**src/rtl/os_skew_feeder.sv**
```systemverilog
// rtl/os_skew_feeder.sv - Tile feeder: input FIFO, IDLE/FEED/FLUSH control and per-lane diagonal skew
// Lane i of each popped vector reaches the array i+1 cycles after its pop.

module os_skew_feeder_fifo #(
  parameter int DATA_W = 32,
  parameter int DEPTH  = 4
) (
  input  logic              clk,
  input  logic              rst,
  input  logic              push,
  input  logic [DATA_W-1:0] wdata,
  input  logic              pop,
  output logic [DATA_W-1:0] rdata,
  output logic              full,
  output logic              empty
);
  localparam int AW = $clog2(DEPTH);
  localparam logic [AW:0] FULL_CNT = (AW+1)'(DEPTH);

  logic [DATA_W-1:0] mem [DEPTH];
  logic [AW-1:0]     wr_ptr;
  logic [AW-1:0]     rd_ptr;
  logic [AW:0]       count;
  logic              do_push;
  logic              do_pop;

  assign full    = (count == FULL_CNT);
  assign empty   = (count == '0);
  assign do_push = push && !full;
  assign do_pop  = pop && !empty;
  assign rdata   = mem[rd_ptr];

  // Pointers wrap naturally because DEPTH is a power of two.
  always_ff @(posedge clk) begin
    if (rst) begin
      wr_ptr <= '0;
      rd_ptr <= '0;
      count  <= '0;
    end else begin
      if (do_push) wr_ptr <= wr_ptr + 1'b1;
      if (do_pop)  rd_ptr <= rd_ptr + 1'b1;
      case ({do_push, do_pop})
        2'b10:   count <= count + 1'b1;
        2'b01:   count <= count - 1'b1;
        default: count <= count;
      endcase
    end
  end

  always_ff @(posedge clk) begin
    if (do_push) mem[wr_ptr] <= wdata;
  end
endmodule

module os_skew_feeder #(
  parameter int N          = 4,
  parameter int WIDTH      = 8,
  parameter int K_LEN      = 16,
  parameter int FIFO_DEPTH = 4
) (
  input  logic               clk,
  input  logic               rst,
  input  logic               start,
  input  logic               in_valid,
  output logic               in_ready,
  input  logic [N*WIDTH-1:0] in_data,
  output logic [N*WIDTH-1:0] out_data,
  output logic [N-1:0]       out_valid,
  output logic               busy,
  output logic               tile_done
);
  localparam int PW = $clog2(K_LEN + 1);
  localparam int FW = $clog2(N + 1);
  localparam logic [PW-1:0] POP_LAST   = PW'(K_LEN - 1);
  localparam logic [FW-1:0] FLUSH_LAST = FW'(N - 1);

  typedef enum logic [1:0] {IDLE, FEED, FLUSH} state_t;

  state_t             state;
  state_t             state_nx;
  logic [PW-1:0]      pop_cnt;
  logic [PW-1:0]      pop_cnt_nx;
  logic [FW-1:0]      flush_cnt;
  logic [FW-1:0]      flush_cnt_nx;
  logic               fifo_full;
  logic               fifo_empty;
  logic               fifo_pop;
  logic [N*WIDTH-1:0] fifo_rdata;

  assign in_ready = !fifo_full;
  assign busy     = (state != IDLE);

  os_skew_feeder_fifo #(
    .DATA_W (N*WIDTH),
    .DEPTH  (FIFO_DEPTH)
  ) u_fifo (
    .clk   (clk),
    .rst   (rst),
    .push  (in_valid),
    .wdata (in_data),
    .pop   (fifo_pop),
    .rdata (fifo_rdata),
    .full  (fifo_full),
    .empty (fifo_empty)
  );

  always_ff @(posedge clk) begin
    if (rst) begin
      state     <= IDLE;
      pop_cnt   <= '0;
      flush_cnt <= '0;
    end else begin
      state     <= state_nx;
      pop_cnt   <= pop_cnt_nx;
      flush_cnt <= flush_cnt_nx;
    end
  end

  always_comb begin
    state_nx     = state;
    pop_cnt_nx   = pop_cnt;
    flush_cnt_nx = flush_cnt;
    fifo_pop     = 1'b0;
    tile_done    = 1'b0;
    case (state)
      IDLE: begin
        if (start) begin
          state_nx   = FEED;
          pop_cnt_nx = '0;
        end
      end
      FEED: begin
        // An empty FIFO is a bubble: nothing popped, count holds.
        if (!fifo_empty) begin
          fifo_pop = 1'b1;
          if (pop_cnt == POP_LAST) begin
            state_nx     = FLUSH;
            flush_cnt_nx = '0;
          end else begin
            pop_cnt_nx = pop_cnt + 1'b1;
          end
        end
      end
      FLUSH: begin
        if (flush_cnt == FLUSH_LAST) begin
          tile_done = 1'b1;
          state_nx  = IDLE;
        end else begin
          flush_cnt_nx = flush_cnt + 1'b1;
        end
      end
      default: state_nx = IDLE;
    endcase
  end

  // Lane i gets an (i+1)-deep delay line; bubbles travel as zero data, valid low.
  for (genvar i = 0; i < N; i++) begin : g_lane
    logic [WIDTH-1:0] d_pipe [i+1];
    logic             v_pipe [i+1];

    always_ff @(posedge clk) begin
      if (rst) begin
        for (int j = 0; j <= i; j++) begin
          d_pipe[j] <= '0;
          v_pipe[j] <= 1'b0;
        end
      end else begin
        d_pipe[0] <= fifo_pop ? fifo_rdata[i*WIDTH +: WIDTH] : '0;
        v_pipe[0] <= fifo_pop;
        for (int j = 1; j <= i; j++) begin
          d_pipe[j] <= d_pipe[j-1];
          v_pipe[j] <= v_pipe[j-1];
        end
      end
    end

    assign out_data[i*WIDTH +: WIDTH] = d_pipe[i];
    assign out_valid[i]               = v_pipe[i];
  end
endmodule
```
**config.mk**
```make
export PLATFORM = sky130hd
export DESIGN_NAME = os_skew_feeder
export DESIGN_NICKNAME = d
export VERILOG_FILES = /design/src/rtl/os_skew_feeder.sv
export SDC_FILE = /design/constraint.sdc
export NUM_CORES = 1
export LEC_CHECK = 0
export BUFFER_PORTS_ARGS = -buffer_cell sky130_fd_sc_hd__buf_2
export CORE_MARGIN = 2
export CORE_UTILIZATION = 35
export DETAILED_ROUTE_END_ITERATION = 16
export PLACE_DENSITY = 0.58
export SETUP_SLACK_MARGIN = 0.3
export SLEW_MARGIN = 20
export SYNTH_ARGS = -nofsm -noshare
export SYNTH_HDL_FRONTEND = slang
export SYNTH_SLANG_ARGS = --single-unit
```
**constraint.sdc**
```tcl
create_clock -name clk -period 4 [get_ports clk]
set_input_delay 0.2 -clock clk [delete_from_list [all_inputs] [get_ports clk]]
set_output_delay 0.2 -clock clk [all_outputs]
set_load 0.01 [all_outputs]
```
# ---- Word-level counts from Yosys, hierarchy flattened
# Memory sizes are Yosys's and may differ from the RTL's. A register that Yosys moved wholly into a read port is not among the register bits.
# Index checks and enable logic that the tools add are counted.
dict set report op_classes {
  addsub 6
  n_eq_ne 13
  mux 51
  n_bitwise 18
  n_reduce_logical 15
}
# operator n
set op_table {}
lappend op_table {{$mux 8} 14}
lappend op_table {{$mux 1} 21}
lappend op_table {{$or 1x1->1} 18}
lappend op_table {{$mux 5} 3}
lappend op_table {{$mux 2} 6}
lappend op_table {{$ne 2x2->1 const B} 6}
lappend op_table {{$pmux 3 s2} 2}
lappend op_table {{$reduce_and 4->1} 3}
lappend op_table {{$pmux 5 s2} 1}
lappend op_table {{$mux 3} 3}
lappend op_table {{$reduce_bool 2->1} 4}
lappend op_table {{$reduce_or 8->1} 1}
lappend op_table {{$add 3x1->3 const B} 2}
lappend op_table {{$pmux 2 s3} 1}
lappend op_table {{$add 5x1->5 const B} 1}
lappend op_table {{$eq 5x4->1 const B} 1}
lappend op_table {{$add 2x1->2 const B} 2}
lappend op_table {{$eq 2x1->1 const B} 2}
lappend op_table {{$eq 2x2->1 const B} 2}
lappend op_table {{$eq 3x2->1 const B} 1}
lappend op_table {{$eq 3x3->1 const B} 1}
lappend op_table {{$logic_not 3->1} 1}
lappend op_table {{$sub 3x1->3 const B} 1}
lappend op_table {{$logic_and 1x1->1} 2}
lappend op_table {{3 further kinds} 4}
dict set report totals {
  ff_bits 17
  ramBits 218
  input_bits 36
  out_inout_bits 39
  elab_cells 118
  mem_count 9
}
# memory words word_bits rd rd_clocked_by_memory_dff wr line
set memory_table {}
lappend memory_table {u_fifo.mem 4 32 1 1 1 20} ;# logic [DATA_W-1:0] mem [DEPTH];
lappend memory_table {{g_lane[3].d_pipe} 4 8 4 0 4 158} ;# logic [WIDTH-1:0] d_pipe [i+1];
lappend memory_table {{g_lane[2].d_pipe} 3 8 3 0 3 158}
lappend memory_table {{g_lane[1].d_pipe} 2 8 2 0 2 158}
lappend memory_table {{g_lane[0].d_pipe} 1 8 1 0 1 158}
lappend memory_table {{g_lane[3].v_pipe} 4 1 4 0 4 159} ;# logic v_pipe [i+1];
lappend memory_table {{3 more memories} -- -- -- -- -- --}

# ---- Longest topological paths before layout
# Gate-level depths: netlist (run 1).
dict set report depth {
  word_depth 6
  depth_mapped 9
  depth_no_buf 8
}

# ---- Cells and area by module
# Synthesis (run 1) repeated with hierarchy kept, for this count alone.
dict set report unflattened {
  cells_unflattened 486
  hier_area_um2 8167.8
}
# module instances cells_per_inst area_per_inst_um2 seq_area_each_um2
set by_module_without_submodules {}
lappend by_module_without_submodules {os_skew_feeder_fifo 1 221 5143.7 4023.9}
lappend by_module_without_submodules {os_skew_feeder 1 265 3024.2 1881.8}

# ---- Worst setup path after synthesis (run 1)
# Ideal clock, no wire load.
dict set report synth_path {
  path_kind {reg-to-reg}
  from {register u_fifo.count[2]}
  to {register u_fifo.count[2]}
  arrival_time_ns 2.241
  slack_ns 1.688
  path_stages_with_launch 10
  period_less_slack_ns 2.312
  cell_sequence {dfxtp_1 or3b_2 clkbuf_1 nand2_1 ha_1 inv_1 fa_1 xor2_1 or3_1 a21oi_1}
}
# element line
set synth_lines {}
lappend synth_lines {{start: declaration} 23} ;# logic [AW:0] count;
lappend synth_lines {{start signal: assignment} 43} ;# 2'b10: count <= count + 1'b1;
lappend synth_lines {{start signal: assignment} 44} ;# 2'b01: count <= count - 1'b1;
lappend synth_lines {{start signal: assignment} 45} ;# default: count <= count;
lappend synth_lines {{$eq 3x3->1 (*)} 27} ;# assign full = (count == FULL_CNT);
lappend synth_lines {{$logic_not 1->1 (*)} --}
lappend synth_lines {{named net in_ready} 65} ;# output logic in_ready,
lappend synth_lines {{$logic_and 1x1->1 (*)} 29} ;# assign do_push = push && !full;
lappend synth_lines {{$eq 2x1->1 or $eq 2x2->1 (tied branches)} 42} ;# case ({do_push, do_pop})
lappend synth_lines {{$pmux 3 s2 or $reduce_bool 2->1 (tied branches)} --}
# Mark *: on every way through the listed nets, which the timed path passes. The rest lies on a longest branch.
# A chain may end at the register's enable or synchronous reset.

# ---- Final worst setup path (run 1)
dict set report layout_path {
  from {register u_fifo.count[2]}
  to {register u_fifo.count[2]}
}
dict set report layout_between {
  elab_chain_len 6
}
# element line
set layout_rtl {}
lappend layout_rtl {{$logic_not 3->1} 28} ;# assign empty = (count == '0);
lappend layout_rtl {{$mux 1} 134} ;# if (!fifo_empty) begin
lappend layout_rtl {{$mux 1} 125} ;# case (state)
lappend layout_rtl {{$logic_and 1x1->1} 30} ;# assign do_pop = pop && !empty;
lappend layout_rtl {{$eq 2x1->1 or $eq 2x2->1 (tied branches)} 42}
lappend layout_rtl {{$pmux 3 s2 or $reduce_bool 2->1 (tied branches)} --}
# Several ways; a longest one is shown, not always the timed one.

==> results of run 1 <==
worst min-delay path, stage by stage:
cell and delay, ns:
buf_2 0.14, nand3_1 0.09, a21oi_1 0.05
synth_stat cells, types with 2 or more instances:
master,n
a21o_1,2
a21oi_1,8
and3_1,38
buf_1,4
buf_2,5
buf_4,20
clkbuf_1,17
dfxtp_1,103
edfxtp_1,128
ha_1,9
inv_1,10
mux4_2,32
nand2_1,3
nand2b_1,2
nand3_1,7
nand3b_1,4
nor2_1,7
nor2b_1,54
o211ai_1,3
o21ai_0,2
o32ai_1,2
or3_1,5
or3b_1,2
or3b_2,2
or4_1,2
xor2_1,2
per-layer routing:
metal | up-vias | track usage | routed length [um]
li1 | 1949 | - | -
met5 | - | 0 | 0
met1 | 1998 | 0.143 | 6210
met4 | 0 | 0.0393 | 414
met2 | 110 | 0.208 | 6950
met3 | 34 | 0.0253 | 641
final timing paths:
kind,from,end
setup / recovery,u_fifo.count[2],u_fifo.count[2]
hold / removal,in_valid,u_fifo.wr_ptr[1]
setup reg to reg,u_fifo.count[2],u_fifo.count[2]
hold reg to reg,g_lane[3].d_pipe[1][3],g_lane[3].d_pipe[2][3]
registers in the layout, indices dropped and copies added (netlist names), named ones only:
name / cells
u_fifo.count: 3
g_lane.v_pipe: 4
u_fifo.rd_ptr: 2
g_lane.d_pipe: 80
pop_cnt: 5
flush_cnt: 3
state: 2
u_fifo.wr_ptr: 2
u_fifo.mem: 128
through the flow:
step | instance area [um^2] | instances
floorplan | 8070 | 488
global placement | 8580 | 805
detailed placement | 8580 | 805
CTS | 9640 | 881
global route | 9640 | 881
finish | 9640 | 881
power by group through the flow:
| stage | Sequential, uW | Combinational, uW | Clock (uW) |
|---|---|---|---|
| floorplan | 2790 | 542 | 0 |
| global placement | 2850 | 683 | 0 |
| detailed placement | 2860 | 705 | 0 |
| CTS | 2810 | 733 | 2120 |
| global route | 2830 | 791 | 2220 |
| finish | 2800 | 720 | 2070 |
logic make-up after synthesis:
group	Yosys count	share of synthesized area
multiplexers	34	0.0920
flip-flops	231	0.732
XOR/XNOR	2	0.00217
buffers and inverters	56	0.0361
AO/OA/AOI/OAI	22	0.0181
adder cells (fa/ha/maj)	10	0.0164
AND/OR/NAND/NOR	133	0.103
repair_timing:
item / in CTS / in global routing
endpoints found under the hold margin: 128 / 0
hold buffers: 32 / 0
buffers inserted: 0 / 0
resized for setup: 0 / 0
endpoints found under the setup margin: 0 / 0
area by class of cell:
type,count,area share
Clock buffer,35,0.0688
Timing Repair Buffer,110,0.0747
Inverter,10,0.00389
Multi-Input combinational cell,201,0.195
Tap cell,285,0.0370
Sequential cell,231,0.613
Clock inverter,9,0.00779
==> results.md, run 1 <==
* Die footprint at 0.0243 mm^2
* Switch share at 0.244
* Placement Setup Slack at 1.65 ns
* Synth area leader: edfxtp_1
* Final Wtd Congestion at between 0.6 and 0.7
* Commonest cells after routing, fill and taps aside: edfxtp_1 (128), dfxtp_1 (101), buf_2 (74)
* Mapped Cells at 488
* Crit path DAT at 2.82 ns
* Die X at 156 um
* Primary FF master, synth: edfxtp_1
* Buffers on Ports at 74
* Max-slew violation count at 0
* Layout cells sized above 1 at 0.268
* Vias in the first global route at 4,232
* 1st-iter DRT viols at 187
* Avg Cell Area, Syn at 16.5 um^2
* Stages on the worst setup path at 8
* Multi-input gate area at 0.00188 mm^2
* Most common cell after layout, fill and taps aside: edfxtp_1
* Sequential share of power at 0.501
* FF-to-FF path depth at 8
* Max stage delay on crit path at approximately 0.57 ns
* CTS tree: yes
* Worst slew pin tran at ~0.95 ns
* WP data required at 4.43 ns
* WL per Instance at 16.1 um
* Register area at 0.00591 mm^2
* Area contributors post-synth: edfxtp_1 (48%), dfxtp_1 (26%), mux4_2 (8.9%), nor2b_1 (4.2%), and3_1 (2.9%)
* Register clock-pin slew on the reported worst setup and hold paths at 0.06 ns
* Routed vias/inst at 4.64
* Final period utilization at 0.595
* Synth Register Bits at 231
* Distinct cells, synth at 41
* Post-synth net total at 534
* CP max FO at 10
* DRC Markers at 0
* Core footprint at 0.0226 mm^2
* EDFF count, synth at approximately 130
* Worst hold path class: in -> reg
* Total Routed Length at roughly 14 mm
* Relative slew slack at 0.363
* Hold path depth at 3
* CTS root buf: clkbuf_16
* H-tree Lvls at 1
* Via count at 4,091
* Initial antenna violation count at 0
* Total GRT Usage at 0.118
* NumNets Final at 624
* CP Launch Type: flip-flop
* Setup TNS at 0 ns
* Internal power at 4230 uW
* Critical Path, Cell by Cell: or3b_2, nand2_1, ha_1, inv_1, fa_1, xor2_1, or3_1, a21oi_1
* Sw Pwr at roughly 1400 uW
* Hold_ws at 0.0296 ns
* Max Cap Viol at 0
* CP max stage cell: or3b_2
* DRT Pass-1 Iters at 4
* CTS max path bufs at 3
* Ports at 75
* Outcome: finished, final reports clean
* Buf/Inv on CP at 1
* VDD IR max at 320 uV
* Worst Skew at 0.00771 ns
* Die extent in y at approximately 160 um
* Final hold violations at 0
* Post-synth ARST share at 0
* Synth top area share at 0.476
* F_max at 0.420 GHz
* Routed Antenna Nets at 0
* Rows at 55
* Clock network latency to the later pin of the worst-skew pair at 0.51 ns
* Synth Cell Area at 0.00807 mm^2
* Area Overhead vs Synth at 19.5%
* Detailed placer's ending HPWL at 8.00 mm
* Clock sink count at about 230
* Clk pwr share at 0.370
* Fillcell total at 1,988
* Power Dens Cells at 580 mW/mm^2
* First-pass GRT wire length at 22.3 mm
* Gr ovfl total at 0
* Final setup viols at 0
* Final core utilization at 0.426
* Setup repair after global routing missed its margin: no
* Crit end category: flip-flop
* Comb pwr share at 0.129
* Top cell family by delay on the critical path: simple AND/OR/NAND/NOR gates
* Ant. Diodes at 0
* Largest net degree at the start of global routing at 43
* Synth warn at 0
* Period minus WS final at approximately 2.4 ns
* Final Worst Setup Slack at 1.62 ns
* Initial core utilization at 0.356
* Total power at 5600 uW
* Crit path kind: reg -> reg
* Post-synthesis sequential area ratio at 0.732
* TritonCTS buffer count at 24
* R2R Setup Slk at 1.62 ns
* Leak at approximately 0.0036 uW
Note: power is estimated with default switching activity, not from simulation.
==> inputs of run 2 (changes only) <==
Settings changed: PLACE_DENSITY 0.58 to 0.6.
Clock period 4 ns to 2.19 ns, I/O delays scaled along.
==> results.md, run 2 (same netlist as run 1, synthesis figures left out) <==
* WL per Instance at between 15 and 20 um
* Die extent in y at between 150 and 200 um
* Commonest cells after routing, fill and taps aside: edfxtp_1 (128), dfxtp_1 (96), buf_2 (74)
* Relative slew slack at 0.365
* Outcome: finished, final reports clean
* Crit end category: flip-flop
* Max stage delay on crit path at 0.41 ns
* Total power at 10,900 uW
* H-tree Lvls at 1
* Area Overhead vs Synth at 23.8%
* Rows at 55
* R2R Setup Slk at between 0.2 and 0.25 ns
* Worst slew pin tran at 0.953 ns
* Placed Area at 0.00872 mm^2
* Biggest regs: u_fifo.mem x128, g_lane.d_pipe x80, pop_cnt x5
* WP data required at 2.63 ns
* NumNets Final at 638
* Clock sink count at 231
* Register clock-pin slew on the reported worst setup and hold paths at 0.06 ns
* Die footprint at 0.0243 mm^2
* Core footprint at 0.0226 mm^2
* Comb pwr share at 0.149
* Leak at between 0.003 and 0.004 uW
* Multi-input gate area at 0.00198 mm^2
* CTS max path bufs at 3
* Final setup viols at 0
* Fin area at 0.00999 mm^2
* Final period utilization at 0.908
* Clk pwr share at 0.390
* Total Routed Length at 14.4 mm
* CP max FO at 3
* Setup TNS at 0 ns
* Routed vias/inst at 4.66
* Clock network latency to the later pin of the worst-skew pair at 0.53 ns
* Most flops, register: u_fifo.mem
* Routed Antenna Nets at 0
* DRC Markers at 0
* Max Cap Viol at 0
* Hold path depth at 2
* Worst r2r src: u_fifo.count[0]
* Worst hold path class: in -> reg
* Final hold violations at 0
* Crit path DAT at ~2.4 ns
* Fillcell total at around 2,000
* Layout cells sized above 1 at 0.318
* Period minus WS final at slightly below 2 ns
* Crit path to: u_fifo.count[2]
* First-pass GRT wire length at 22.7 mm
* Detailed placer's ending HPWL at 8.32 mm
* Largest net degree at the start of global routing at 37
* CP max stage cell: or3b_4
* Final Wtd Congestion at between 0.7 and 0.8
* Ant. Diodes at 0
* Via count at 4,172
* Total GRT Usage at 0.120
* Die X at 156 um
* F_max at 0.503 GHz
* Final core utilization at 0.441
* Max reg flops at between 100 and 150
* Crit path kind: reg -> reg
* Worst Skew at 0.0248 ns
* Hold_ws at 0.0473 ns
* Reg2Reg Capture Point: u_fifo.count[2]
* Initial antenna violation count at 0
* Register area at 0.00592 mm^2
* Setup crit start: u_fifo.count[0]
* Internal power at 8290 uW
* CTS root buf: clkbuf_16
* Most common cell after layout, fill and taps aside: edfxtp_1
* Sw Pwr at about 2700 uW
* Setup repair after global routing missed its margin: yes
* Buffers on Ports at 74
* CTS tree: yes
* 1st-iter DRT viols at 199
* FF-to-FF path depth at 8
* Gr ovfl total at 0
* Ports at 75
* VDD IR max at ~750 uV
* Switch share at 0.242
* CP Launch Type: flip-flop
* Max-slew violation count at 0
* Vias in the first global route at about 4,300
* TritonCTS buffer count at 25
* DRT Pass-1 Iters at 4
* Initial core utilization at 0.356
* Sequential share of power at 0.462
* Power Dens Cells at 1100 mW/mm^2
* Critical Path, Cell by Cell: or3b_4, nand2_4, ha_4, inv_2, fa_2, xor2_1, or3_1, a21oi_1
==> run 2: metrics by stage <==
stage	instances	worst slack (ns)
after global placement	811	0.178
after CTS	894	0.187
after global routing	896	0.157
after floorplan	488	0.132
final	896	0.201
after detailed placement	811	0.0962
==> run 2: worst min-delay path by stage <==
stage,start,endpoint
3_5_place_dp,in_data[0],u_fifo.mem[0][0]
6_report,rst,u_fifo.count[1]
4_1_cts,rst,u_fifo.count[1]
3_3_place_gp,in_data[6],u_fifo.mem[0][6]
5_1_grt,rst,u_fifo.count[1]
2_1_floorplan,in_data[0],u_fifo.mem[0][0]
==> run 2: area by class of cell <==
class | count | share of cell area
Multi-Input combinational cell | 201 | 0.198
Timing Repair Buffer | 123 | 0.0847
Tap cell | 285 | 0.0357
Sequential cell | 231 | 0.593
Inverter | 10 | 0.00376
Clock inverter | 15 | 0.0193
Clock buffer | 31 | 0.0659
==> run 2: power by group through the flow <==
stage / Combinational [uW] / Clock (uW) / Sequential [uW]
CTS: 1600 / 4370 / 5060
detailed placement: 1470 / 0 / 5160
global placement: 1430 / 0 / 5130
global route: 1780 / 4550 / 5080
finish: 1630 / 4260 / 5050
floorplan: 1040 / 0 / 5090
==> run 2: metal layers <==
layer  global-route usage  part of all wire  up-vias
met3               0.0244             0.044       32
met1                0.152              0.44     2058
li1                     -                 -     1980
met4               0.0380             0.029        0
met2                0.206              0.49      102
met5                    0                 0        -
==> run 2: worst max-delay path: cells and delay by family, from the launching register on <==
family	cells	cell delay, ns
buf+inv	1	0.04
simple gates	3	0.79
xor+xnor	1	0.16
compound gates	1	0.13
fa+ha+maj	2	0.46
flops	1	0.34
==> run 2: what timing repair did <==
action / CTS / global route
buffers inserted: 4 / 2
pin swaps: 5 / 4
resized for setup: 5 / 7
hold buffers: 33 / 0
gates cloned: 0 / 0
endpoints found under the hold margin: 130 / 0
setup endpoints to repair: 45 / 134
==> inputs of run 3 (changes only) <==
Settings changed: MAX_ROUTING_LAYER set to met4.
==> results.md, run 3 (same netlist as run 1, synthesis figures left out) <==
* Reg2Reg Capture Point: u_fifo.count[2]
* CTS root buf: clkbuf_16
* CP Launch Type: flip-flop
* DRT Pass-1 Iters at 4
* Crit path kind: reg -> reg
* Final hold violations at 0
* Gr ovfl total at 0
* Vias in the first global route at 4,337
* Commonest cells after routing, fill and taps aside: edfxtp_1 (128), dfxtp_1 (96), buf_2 (74)
* WP data required at 2.63 ns
* Max reg flops at 128
* Largest net degree at the start of global routing at 37
* Most flops, register: u_fifo.mem
* TritonCTS buffer count at 25
* Initial core utilization at 0.356
* Fillcell total at 1,999
* Worst Skew at 0.0240 ns
* VDD IR max at 753 uV
* Power Dens Cells at 1090 mW/mm^2
* Worst slew pin tran at between 0.9 and 1 ns
* Most common cell after layout, fill and taps aside: edfxtp_1
* Detailed placer's ending HPWL at 8.32 mm
* Routed vias/inst at 4.66
* R2R Setup Slk at ~0.2 ns
* Setup crit start: u_fifo.count[0]
* Worst hold path class: in -> reg
* Die extent in y at between 150 and 200 um
* Routed Antenna Nets at 0
* Outcome: finished, final reports clean
* Area Overhead vs Synth at 23.8%
* Max Cap Viol at 0
* First-pass GRT wire length at 22.7 mm
* Leak at 0.00376 uW
* Max-slew violation count at 0
* 1st-iter DRT viols at 209
* Final setup viols at 0
* Register clock-pin slew on the reported worst setup and hold paths at approximately 0.060 ns
* Initial antenna violation count at 0
* CTS tree: yes
* Via count at 4,176
* CP max FO at 3
* F_max at a little over 0.5 GHz
* Rows at 55
* CTS max path bufs at 3
* Crit end category: flip-flop
* Buffers on Ports at between 70 and 80
* Worst r2r src: u_fifo.count[0]
* Crit path DAT at 2.43 ns
* Layout cells sized above 1 at 0.318
* NumNets Final at 638
* Final Wtd Congestion at approximately 0.72
* Period minus WS final at 1.99 ns
* Setup TNS at 0 ns
* Final period utilization at 0.908
* Clock sink count at 231
* Clock network latency to the later pin of the worst-skew pair at approximately 0.53 ns
* Relative slew slack at 0.374
* Biggest regs: u_fifo.mem x128, g_lane.d_pipe x80, pop_cnt x5
* Die footprint at approximately 0.024 mm^2
* WL per Instance at between 15 and 20 um
* H-tree Lvls at 1
* Total GRT Usage at 0.123
* Total Routed Length at 14.4 mm
* Ant. Diodes at 0
* FF-to-FF path depth at 8
* Ports at 75
* Crit path to: u_fifo.count[2]
* DRC Markers at 0
* Die X at 156 um
* Final core utilization at 0.441
* Core footprint at between 0.02 and 0.025 mm^2
* Setup repair after global routing missed its margin: yes
-- run 3: cell counts in the layout (fill, tap and decap cells not counted) --
No cell type changed its count.
-- run 3: worst min path at each step --
stage / from / end / cells after the start / slack [ns]
after floorplan: in_data[0] / u_fifo.mem[0][0] / 0 / 0.21
after global placement: in_data[6] / u_fifo.mem[0][6] / 1 / 0.32
after detailed placement: in_data[0] / u_fifo.mem[0][0] / 1 / 0.33
after CTS: rst / u_fifo.count[1] / 2 / 0.03
after global routing: rst / u_fifo.count[1] / 2 / 0.04
final: rst / u_fifo.count[1] / 2 / 0.05
-- run 3: final cells by class --
| class | count | area [um^2] | area share |
|---|---|---|---|
| flip-flops and latches | 231 | 5920 | 0.593 |
| multi-input cells | 201 | 1980 | 0.198 |
| repair buffers | 123 | 846 | 0.0847 |
| clock buffers | 31 | 658 | 0.0659 |
| well taps | 285 | 357 | 0.0357 |
| clock inverters | 15 | 193 | 0.0193 |
| inverters | 10 | 37.5 | 0.00376 |
-- run 3: per-layer routing --
layer  track usage  vias up  wire (um)
li1              -     1980          -
met1         0.152     2055       6310
met2         0.206      109       7030
met3        0.0236       32        643
met4        0.0380        0        434
met5             -        -          0
-- run 3: report_power, final --
part	switching (uW)	leakage [uW]	internal (uW)	total [uW]
clock network	1640	0.000418	2620	4260
logic	881	0.00134	740	1620
registers	123	0.00201	4930	5050
-- run 3: repair_timing --
item,4_1_cts,5_1_grt
endpoints found under the hold margin,130,0
pin swaps,5,4
setup buffers,4,2
endpoints found under the setup margin,45,134
resized for setup,5,7
cloned,0,0
hold buffers,33,0
-- run 3: worst max-delay path, stage by stage, from the launching register on --
cell	delay [ns]
dfxtp_4	0.34
or3b_4	0.41
nand2_4	0.07
ha_4	0.13
inv_2	0.04
fa_2	0.33
xor2_1	0.16
or3_1	0.31
a21oi_1	0.13
-- run 3: metrics by stage --
stage,cells,power [uW],setup slack [ns],cell area [um^2],hold slack (ns)
after global routing,896,11400,0.157,9990,0.0428
after detailed placement,811,6620,0.0962,8720,0.327
final,896,10900,0.202,9990,0.0472
after CTS,894,11000,0.187,9940,0.0344
after global placement,811,6570,0.178,8720,0.320
after floorplan,488,6140,0.132,8150,0.208
